===== src/rtl/obi_arb_pkg.sv =====
// Shared types and helpers for the OBI round-robin arbiter.
//   arb_state_e : arbiter state (IDLE searches round-robin, LOCKED holds one requester)
//   idx_w()     : index width for a given requester count (clog2, minimum 1)
//   req_idx_t   : requester index wide enough for the largest supported NUM_REQ (16)
package obi_arb_pkg;

  typedef enum logic {
    IDLE   = 1'b0,
    LOCKED = 1'b1
  } arb_state_e;

  localparam int unsigned MAX_NUM_REQ = 16;

  function automatic int unsigned idx_w(input int unsigned n);
    return (n > 1) ? $clog2(n) : 1;
  endfunction

  localparam int unsigned REQ_IDX_W = idx_w(MAX_NUM_REQ);

  typedef logic [REQ_IDX_W-1:0] req_idx_t;

endpackage


===== src/rtl/obi_arb_idx_fifo.sv =====
// In-order FIFO of requester indices for transactions awaiting their response.
// Ports:
//   clk_i, reset_ni : clock, asynchronous active-low reset
//   push_i, din_i   : enqueue the index of a granted transaction
//   pop_i           : dequeue on a response (caller guarantees non-empty)
//   dout_o          : index at the head (owner of the next response)
//   count_o         : number of stored entries (0..DEPTH)
module obi_arb_idx_fifo
  import obi_arb_pkg::*;
#(
  parameter int unsigned DEPTH = 2,
  localparam int unsigned CNT_W = $clog2(DEPTH + 1)
) (
  input  logic             clk_i,
  input  logic             reset_ni,
  input  logic             push_i,
  input  logic             pop_i,
  input  req_idx_t         din_i,
  output req_idx_t         dout_o,
  output logic [CNT_W-1:0] count_o
);

  localparam int unsigned PTR_W = (DEPTH > 1) ? $clog2(DEPTH) : 1;

  req_idx_t         mem_q [DEPTH];
  logic [PTR_W-1:0] wr_q, wr_d, rd_q, rd_d;
  logic [CNT_W-1:0] cnt_q, cnt_d;

  // Pointer increment that wraps at DEPTH
  function automatic logic [PTR_W-1:0] ptr_inc(input logic [PTR_W-1:0] p);
    return (p == PTR_W'(DEPTH - 1)) ? '0 : p + PTR_W'(1);
  endfunction

  // Next pointers and occupancy; push+pop together leaves count unchanged
  always_comb begin
    wr_d  = wr_q;
    rd_d  = rd_q;
    cnt_d = cnt_q;
    if (push_i) wr_d = ptr_inc(wr_q);
    if (pop_i)  rd_d = ptr_inc(rd_q);
    if (push_i && !pop_i)      cnt_d = cnt_q + CNT_W'(1);
    else if (pop_i && !push_i) cnt_d = cnt_q - CNT_W'(1);
  end

  always_ff @(posedge clk_i or negedge reset_ni) begin
    if (!reset_ni) begin
      wr_q  <= '0;
      rd_q  <= '0;
      cnt_q <= '0;
      for (int unsigned i = 0; i < DEPTH; i++) mem_q[i] <= '0;
    end else begin
      wr_q  <= wr_d;
      rd_q  <= rd_d;
      cnt_q <= cnt_d;
      if (push_i) mem_q[wr_q] <= din_i;
    end
  end

  assign dout_o  = mem_q[rd_q];
  assign count_o = cnt_q;

endmodule


===== src/rtl/obi_rr_arbiter.sv =====
// Round-robin arbiter sharing one OBI manager port among NUM_REQ requesters.
// A pending-but-ungranted address phase locks the arbiter onto that requester
// so the A-channel stays stable until grant. Up to MAX_OUTST transactions may
// be in flight; responses are routed back in order via an index FIFO.
// Ports:
//   clk_i, reset_ni          : clock, asynchronous active-low reset
//   m_*_i / m_gnt_o          : packed per-requester A-channel, one-hot grant
//   m_rvalid_o, m_rdata_o,
//   m_err_o                  : one-hot response valid, broadcast data/error
//   obi_*                    : shared OBI A/R channels (rready tied high)
//   proto_err_o              : sticky protocol error
// Optional: define OBI_ARB_PROTO_CHK_EN to build the protocol checker; otherwise
// proto_err_o is tied to 0.
module obi_rr_arbiter
  import obi_arb_pkg::*;
#(
  parameter int unsigned NUM_REQ    = 4,
  parameter int unsigned ADDR_WIDTH = 32,
  parameter int unsigned DATA_WIDTH = 32,
  parameter int unsigned MAX_OUTST  = 2
) (
  input  logic                            clk_i,
  input  logic                            reset_ni,
  input  logic [NUM_REQ-1:0]              m_req_i,
  input  logic [NUM_REQ-1:0]              m_we_i,
  input  logic [NUM_REQ*ADDR_WIDTH-1:0]   m_addr_i,
  input  logic [NUM_REQ*DATA_WIDTH/8-1:0] m_be_i,
  input  logic [NUM_REQ*DATA_WIDTH-1:0]   m_wdata_i,
  output logic [NUM_REQ-1:0]              m_gnt_o,
  output logic [NUM_REQ-1:0]              m_rvalid_o,
  output logic [DATA_WIDTH-1:0]           m_rdata_o,
  output logic                            m_err_o,
  output logic                            obi_req_o,
  input  logic                            obi_gnt_i,
  output logic [ADDR_WIDTH-1:0]           obi_addr_o,
  output logic                            obi_we_o,
  output logic [DATA_WIDTH/8-1:0]         obi_be_o,
  output logic [DATA_WIDTH-1:0]           obi_wdata_o,
  input  logic                            obi_rvalid_i,
  output logic                            obi_rready_o,
  input  logic [DATA_WIDTH-1:0]           obi_rdata_i,
  input  logic                            obi_err_i,
  output logic                            proto_err_o
);

  localparam int unsigned IDX_W = idx_w(NUM_REQ);
  localparam int unsigned BE_W  = DATA_WIDTH / 8;
  localparam int unsigned CNT_W = $clog2(MAX_OUTST + 1);

  arb_state_e       state_q;
  logic [IDX_W-1:0] rr_ptr_q, lock_idx_q;
  logic [IDX_W-1:0] rr_idx, cand, sel_idx, rr_next;
  logic             rr_hit, eligible, not_full, handshake, lock_drop, pop;
  logic [CNT_W-1:0] count;
  req_idx_t         head_idx;
  logic             unused_head;

  // Round-robin search: first active request at or above rr_ptr, wrapping
  always_comb begin
    rr_idx = rr_ptr_q;
    rr_hit = 1'b0;
    cand   = '0;
    for (int unsigned k = 0; k < NUM_REQ; k++) begin
      cand = IDX_W'((32'(rr_ptr_q) + k) % NUM_REQ);
      if (!rr_hit && m_req_i[cand]) begin
        rr_hit = 1'b1;
        rr_idx = cand;
      end
    end
  end

  // While locked, only the locked requester is considered
  always_comb begin
    sel_idx  = rr_idx;
    eligible = rr_hit;
    if (state_q == LOCKED) begin
      sel_idx  = lock_idx_q;
      eligible = m_req_i[lock_idx_q];
    end
  end

  // Full check uses the registered count: a same-cycle pop frees nothing
  assign not_full  = (count < CNT_W'(MAX_OUTST));
  assign obi_req_o = eligible & not_full;
  assign handshake = obi_req_o & obi_gnt_i;
  assign lock_drop = (state_q == LOCKED) & ~m_req_i[lock_idx_q];
  assign rr_next   = (sel_idx == IDX_W'(NUM_REQ - 1)) ? '0 : sel_idx + IDX_W'(1);

  // A-channel mux, zeroed when no request is presented
  always_comb begin
    obi_addr_o  = '0;
    obi_we_o    = 1'b0;
    obi_be_o    = '0;
    obi_wdata_o = '0;
    if (obi_req_o) begin
      obi_addr_o  = m_addr_i[sel_idx*ADDR_WIDTH +: ADDR_WIDTH];
      obi_we_o    = m_we_i[sel_idx];
      obi_be_o    = m_be_i[sel_idx*BE_W +: BE_W];
      obi_wdata_o = m_wdata_i[sel_idx*DATA_WIDTH +: DATA_WIDTH];
    end
  end

  assign m_gnt_o = handshake ? (NUM_REQ'(1) << sel_idx) : '0;

  // Arbitration state, lock index and round-robin pointer
  always_ff @(posedge clk_i or negedge reset_ni) begin
    if (!reset_ni) begin
      state_q    <= IDLE;
      rr_ptr_q   <= '0;
      lock_idx_q <= '0;
    end else begin
      if (handshake) rr_ptr_q <= rr_next;
      case (state_q)
        IDLE: begin
          if (obi_req_o && !obi_gnt_i) begin
            state_q    <= LOCKED;
            lock_idx_q <= sel_idx;
          end
        end
        LOCKED: begin
          if (handshake || lock_drop) state_q <= IDLE;
        end
        default: state_q <= IDLE;
      endcase
    end
  end

  // Responses with nothing in flight are dropped
  assign pop = obi_rvalid_i & (count != '0);

  obi_arb_idx_fifo #(
    .DEPTH (MAX_OUTST)
  ) u_idx_fifo (
    .clk_i    (clk_i),
    .reset_ni (reset_ni),
    .push_i   (handshake),
    .pop_i    (pop),
    .din_i    (REQ_IDX_W'(sel_idx)),
    .dout_o   (head_idx),
    .count_o  (count)
  );

  // Stored indices are zero-extended; only the low IDX_W bits matter
  assign unused_head = ^head_idx;

  assign m_rvalid_o   = pop ? (NUM_REQ'(1) << head_idx[IDX_W-1:0]) : '0;
  assign m_rdata_o    = obi_rdata_i;
  assign m_err_o      = obi_err_i;
  assign obi_rready_o = 1'b1;

`ifdef OBI_ARB_PROTO_CHK_EN
  logic proto_err_q;

  // Sticky: unexpected response or locked requester withdrawing early
  always_ff @(posedge clk_i or negedge reset_ni) begin
    if (!reset_ni) begin
      proto_err_q <= 1'b0;
    end else if ((obi_rvalid_i && (count == '0)) || lock_drop) begin
      proto_err_q <= 1'b1;
    end
  end

  assign proto_err_o = proto_err_q;
`else
  assign proto_err_o = 1'b0;
`endif

endmodule


===== config.mk =====
export PLATFORM = sky130hd
export DESIGN_NAME = obi_rr_arbiter
export DESIGN_NICKNAME = d
export VERILOG_FILES = /design/src/rtl/obi_arb_pkg.sv /design/src/rtl/obi_arb_idx_fifo.sv /design/src/rtl/obi_rr_arbiter.sv
export SDC_FILE = /design/constraint.sdc
export NUM_CORES = 1
export LEC_CHECK = 0
export CAP_MARGIN = 20
export CORE_AREA = 5 5 164 166
export DETAILED_ROUTE_END_ITERATION = 6
export DIE_AREA = 0 0 169 171
export PLACE_DENSITY = 0.45
export SYNTH_ARGS = -nofsm -noshare
export SYNTH_HDL_FRONTEND = slang
export SYNTH_SLANG_ARGS = --single-unit

===== constraint.sdc =====
create_clock -name clk_i -period 3.6 [get_ports clk_i]
set_input_delay 0.72 -clock clk_i [delete_from_list [all_inputs] [get_ports clk_i]]
set_output_delay 0.72 -clock clk_i [all_outputs]
set_load 0.03 [all_outputs]

* After elaboration in Yosys (flattened, before gate mapping)
Cells that the tools add are included.
Widths: inputs -> output; s select.
** Word-level totals
- Register bits after elaboration :: 17
- Latch bits :: 0
- Bits in writable memories :: 0
- Memory bits (read-only) :: 0
- Bits of input ports :: 317
- Memories kept :: 0
** Operators by class
- Add/subtract/negate cells :: 8
- Multiply operators :: 0
- Divide/modulo/power cells :: 0
- Order comparisons :: 10
- Eq/ne operators :: 1
- Shift-type cells :: 5
- Mux-type cells :: 41
- Bitwise gates (word level) :: 8
- Reductions and logical operators :: 17
** Operators by type and width (number)
- $shiftx 128x8->32 :: 2
- $mux 32 :: 2
- $mux 2 :: 10
- $lt 2x3->1 const B :: 6
- $mux 1 :: 16
- $mux 4 :: 4
- $shiftx 16x5->4 :: 1
- $bmux 1 s2 :: 6
- $bwmux 8 :: 1
- $shl 1x2->4 const A :: 2
- $logic_and 1x1->1 :: 7
- $add 2x1->2 const B :: 3
- $logic_not 1->1 :: 6
- $add 2x2->2 const B :: 2
- $and 1x1->1 :: 4
- $demux 4 s1 :: 1
- $ge 2x2->1 const B :: 2
- $not 1->2 :: 2
- $reduce_bool 2->1 :: 2
- $add 1x1->1 const B :: 2
- $eq 2x2->1 const B :: 1
- $lt 2x1->1 const B :: 1
- $lt 2x2->1 const B :: 1
- $not 1->1 :: 2
- other kinds (4) :: 4

* Depth between registers and ports, before layout
- Depth after elaboration :: 19
- Depth in mapped cells :: 9

* Hierarchy
Synthesis repeated with hierarchy kept, for this count alone.
** Second synthesis, totals
- Cells, all modules :: 636
- Area, all modules :: 4593.2 µm²
** By module, submodules not included
- obi_rr_arbiter :: instances 1, cells each 602, area each 4073.9 µm²
- obi_arb_idx_fifo :: instances 1, cells each 34, area each 519.2 µm²

* Worst setup path before layout
Ideal clock, no wire load.
- Path type :: input-to-output
- Start point :: input port m_req_i[1]
- End point :: output port obi_addr_o[21]
- Arrival :: 2256 ps
- Data required time :: 2880 ps
- Slack :: 624 ps
- Stages on the path :: 7
- Buffers on the path :: 2
- Cells stage by stage :: nand2b_1 -> o22ai_1 -> o32ai_2 -> a31oi_1 -> buf_2 -> buf_4 -> o22ai_1
** Between the ends
- Longest elaborated chain between the ends :: 15
- Elaborated cells between the ends (all ways) :: 28
- Those cells by class :: 1 x shift; 20 x mux; 1 x bitwise; 6 x reduce/logical
** RTL lines
- start, declared :: RTL line obi_rr_arbiter.sv:24 : input logic [NUM_REQ-1:0] m_req_i,
- $bmux 1 s2 :: RTL line obi_rr_arbiter.sv:65 : if (!rr_hit && m_req_i[cand]) begin
- $mux 1 (not written as such) :: RTL line obi_rr_arbiter.sv:65
- $mux 1 :: RTL line obi_rr_arbiter.sv:65
- $logic_not 1->1 :: RTL line obi_rr_arbiter.sv:65
- $logic_and 1x1->1 :: RTL line obi_rr_arbiter.sv:65
- $mux 1 :: RTL line obi_rr_arbiter.sv:65
- $logic_not 1->1 :: RTL line obi_rr_arbiter.sv:65
- $logic_and 1x1->1 :: RTL line obi_rr_arbiter.sv:65
- $mux 1 :: RTL line obi_rr_arbiter.sv:65
- $logic_not 1->1 :: RTL line obi_rr_arbiter.sv:65
- $logic_and 1x1->1 :: RTL line obi_rr_arbiter.sv:65
- $mux 2 or $mux 1 (tied branches) :: RTL line obi_rr_arbiter.sv:65
- $mux 2 or $mux 1 (tied branches) :: RTL line obi_rr_arbiter.sv:76 : if (state_q == LOCKED) begin
- $shiftx 128x8->32 or $and 1x1->1 (tied branches) :: RTL line obi_rr_arbiter.sv:96, obi_rr_arbiter.sv:84
- $mux 32 * :: RTL line obi_rr_arbiter.sv:95 : if (obi_req_o) begin
- end, declared :: RTL line obi_rr_arbiter.sv:35 : output logic [ADDR_WIDTH-1:0] obi_addr_o,
Mark *: on every way between the ends. The rest lies on a longest branch, timed or not. The select of a mux whose other input is x is not followed.

* Worst setup path in the final report
- Start point :: input port m_req_i[3]
- End point :: output port obi_addr_o[2]
Same word-level chain as after synthesis.

==> flow_metrics.py <==
metrics = {
    "run_status": {
        "status": "completed",
    },
    "detailed_routing": {
        "finalWirelength_um": 19300,
        "wire_per_inst_um": 18.3,
        "viasPerCell": 3.98,
        "ant_nets": 0,
        "dr.pass1.iters": 4,
        "drcViolationCount": 0,
        "num_vias": 4183,
        "drt_iter0_drc": 96,
    },
    "cells_and_area": {
        "register_area_um2": 325,
        "areaGrowthSynthToFinish_pct": 133,
        "antenna_cells": 0,
        "nets": 1040,
        "drive_gt1_frac": 0.198,
        "final_area_um2": 7500,
        "multi_input_area_um2": 2490,
        "n_fill_cell": 2756,
        "final_core_util": 0.295,
    },
    "setup_path": {
        "ff2ff_path_depth": 8,
        "crit_path_end": "obi_addr_o[2]",
        "cp-startpoint": "m_req_i[3]",
        "cp_data_arrival_time_ns": 2.77,
        "r2r_start": "rr_ptr_q[1]",
        "crit_path_end_kind": "output port",
        "worstPathCellList": "dlygate4sd2_1, and2_1, o32ai_2, buf_4, o31ai_4, buf_12, buf_16, buf_4, buf_16, mux2i_1, o22ai_1, buf_4, buf_12",
        "worstPathRequired_ns": 2.88,
        "ff2ff_setup_slack_ns": 1.34,
        "crit_slowest_cell": "dlygate4sd2_1",
        "crit_fanout": 11,
        "crit_type": "primary input to output port",
        "cpPeakStageDelay_ns": 0.29,
        "start_kind": "primary input",
        "r2r_end": "rr_ptr_q[1]",
        "crit_path_frequent_cell": "buf_4",
    },
    "clock_tree": {
        "root_buffer": "clkbuf_16",
        "clockBufferDepth": 2,
        "clk_pin_slew_ns": 0.04,
        "numCtsBuffers": 3,
        "holdBufCountCts": 0,
        "cts.sinks": 13,
        "worst_skew_pair.late_latency_ns": 0.24,
        "cts_tree": "built",
        "cts_htree_levels": 1,
    },
    "global_routing": {
        "grt_pass1_vias": 4363,
        "grt_pass1_wl_um": 26400,
        "grtUsageTotal": 0.117,
        "antenna_found_initial": 0,
        "grt_overflow_total": 0,
        "grt_max_degree": 42,
    },
    "die": {
        "die_w_um": 169,
        "coreArea_um2": 25500,
        "die_area_um2": 28900,
        "placementRows": 59,
        "start_util": 0.126,
        "die_y_um": 171,
        "pin_count": 430,
    },
    "synth": {
        "yosys_warnings": 0,
        "synth_top_family_by_area": "multiplexers",
        "synth_adder_area_share": 0.0194,
        "syn_inst": 370,
        "syn_avg_cell_area_um2": 8.70,
        "synth-compound-area-share": 0.174,
        "yosys.area_share.simple": 0.0571,
        "synthMuxAreaShare": 0.474,
        "synth_cell_types": 40,
        "synth_seq_cells": 13,
        "synth.net_count": 692,
        "syn-cell-area_um2": 3220,
        "synth-xor-area-share": 0.0136,
        "yosysSeqAreaShare": 0.101,
    },
    "min_path": {
        "hp-class": "flip-flop to flip-flop",
    },
    "timing": {
        "max_slew_margin": 0.589,
        "fin_crit_sh": 0.971,
        "max_freq_mhz": 286,
        "final.setup_skew_ns": 0.000646,
        "tightest_slew_ns": 0.615,
        "drv_slew": 0,
        "fin_crit_ns": 3.49,
        "setup_viol": 0,
        "finalHoldViolations": 0,
    },
    "place": {
        "gp_congestion": 0.749,
        "portBuffers": 361,
        "hpwl_um": 16000,
        "placed_area_um2": 7180,
    },
    "flow_run": {
        "cap_violations": 0,
    },
    "power_and_ir_drop": {
        "power_leakage_nw": 3.18,
        "powerDensity_nw_per_um2": 865,
        "peakVddDrop_mv": 0.434,
    },
}
==> cells in the mapped netlist, drive strengths merged <==
master	instances	area share
nor2b	2	0.0039
xnor2	2	0.0054
a32oi	1	0.0027
dfrtp	13	0.10
conb	2	0.0023
clkbuf	12	0.014
mux2i	145	0.45
nor4	1	0.0019
and2b	1	0.0031
o32ai	3	0.010
nand3	1	0.0016
ha	5	0.019
nand2b	2	0.0039
nand3b	1	0.0023
inv	8	0.0093
o32a	2	0.0062
mux4	1	0.0070
o21ai	2	0.0031
a31oi	1	0.0019
buf	56	0.14
nor3	3	0.0047
a21o	1	0.0023
o31ai	1	0.0023
nand2	5	0.0066
a211oi	1	0.0023
xor2	3	0.0082
o22ai	70	0.14
and2	5	0.0097
mux2	4	0.016
nor3b	1	0.0058
a21oi	4	0.0062
nor2	11	0.014
==> placed cells by master (no fill, tap or decap), drive strengths merged <==
cell type,instances
and2b,1
buf,109
o21ai,2
a21oi,4
clkdlybuf4s15,1
conb,2
and2,5
ha,5
dlygate4sd2,12
clkbuf,7
nor4,1
bufbuf,2
inv,8
nand3b,1
nor3b,1
mux2i,145
o32a,2
nor3,3
nor2,11
o32ai,3
dfrtp,13
nand3,1
mux4,1
nand2b,2
nand2,5
mux2,4
a31oi,1
xnor2,2
nor2b,2
o22ai,70
a21o,1
a32oi,1
xor2,3
a211oi,1
o31ai,1
clkdlybuf4s50,284
==> critical path, delay by kind of cell <==
| family | cells | cell delay (ns) |
|---|---|---|
| buffers and inverters | 8 | 1.31 |
| muxes | 1 | 0.19 |
| and+or+nand+nor | 1 | 0.17 |
| AOI/OAI and AO/OA | 3 | 0.37 |
==> worst min path at each step <==
stage / endpoint / slack [ns] / from / cells past startpoint
2_1_floorplan: lock_idx_q[0] / 0.42 / reset_ni / 0
3_3_place_gp: u_idx_fifo.wr_q / 0.49 / u_idx_fifo.wr_q / 1
3_5_place_dp: u_idx_fifo.wr_q / 0.50 / u_idx_fifo.wr_q / 1
4_1_cts: u_idx_fifo.wr_q / 0.51 / u_idx_fifo.wr_q / 1
5_1_grt: u_idx_fifo.wr_q / 0.52 / u_idx_fifo.wr_q / 1
6_report: u_idx_fifo.wr_q / 0.51 / u_idx_fifo.wr_q / 1
==> timing repair <==
action                                 CTS  global route
setup buffers                            4             1
gates resized for setup                 23            17
endpoints found under the hold margin    0             0
setup endpoints to repair               61            44
cloned                                   3             1
pin swaps                                1             1
==> power breakdown <==
group / internal [mW] / switching (mW)
registers: 0.224 / 0.121
logic: 2.86 / 3.08
clock network: 0.149 / 0.0617
==> registers in the layout, summed over array words and instances, names as in the netlist <==
name	cells
u_idx_fifo.wr_q	1
u_idx_fifo.rd_q	1
state_q	1
lock_idx_q	2
u_idx_fifo.count_o	2
u_idx_fifo.mem_q	4
rr_ptr_q	2
==> cells by family after synthesis <==
logic type,count (synthesis)
buffers and inverters,76
multiplexers,150
XOR/XNOR,5
AO/OA/AOI/OAI,86
flip-flops,13
other,2
adder cells (fa/ha/maj),5
AND/OR/NAND/NOR,33
==> final cells by class <==
type | instances | share of cell area
clock buffer | 4 | 0.0105
inverter | 8 | 0.00400
multi-input combinational | 281 | 0.331
timing repair buffer | 411 | 0.555
tap | 335 | 0.0559
sequential | 13 | 0.0433
==> layer usage <==
metal | vias up | GRT usage | share of wire
met3 | 11 | 0.0402 | 0.088
met2 | 211 | 0.215 | 0.52
met1 | 1890 | 0.136 | 0.39
met5 | - | 0 | 0
li1 | 2071 | - | -
met4 | 0 | 0.0130 | 0.0077
==> through the flow <==
stage	hold slack (ns)	setup WS (ns)	std cells	TNS, ns	power, mW
global route	0.521	-0.00660	1052	-0.00660	6.88
CTS	0.505	0.00605	1050	0	6.45
floorplan	0.424	0.624	370	0	3.76
finish	0.506	0.105	1052	0	6.49
global placement	0.493	-0.271	1039	-9.21	5.98
detailed placement	0.496	-0.283	1039	-9.91	5.96
No activity file was read; power rests on OpenSTA's default activity.
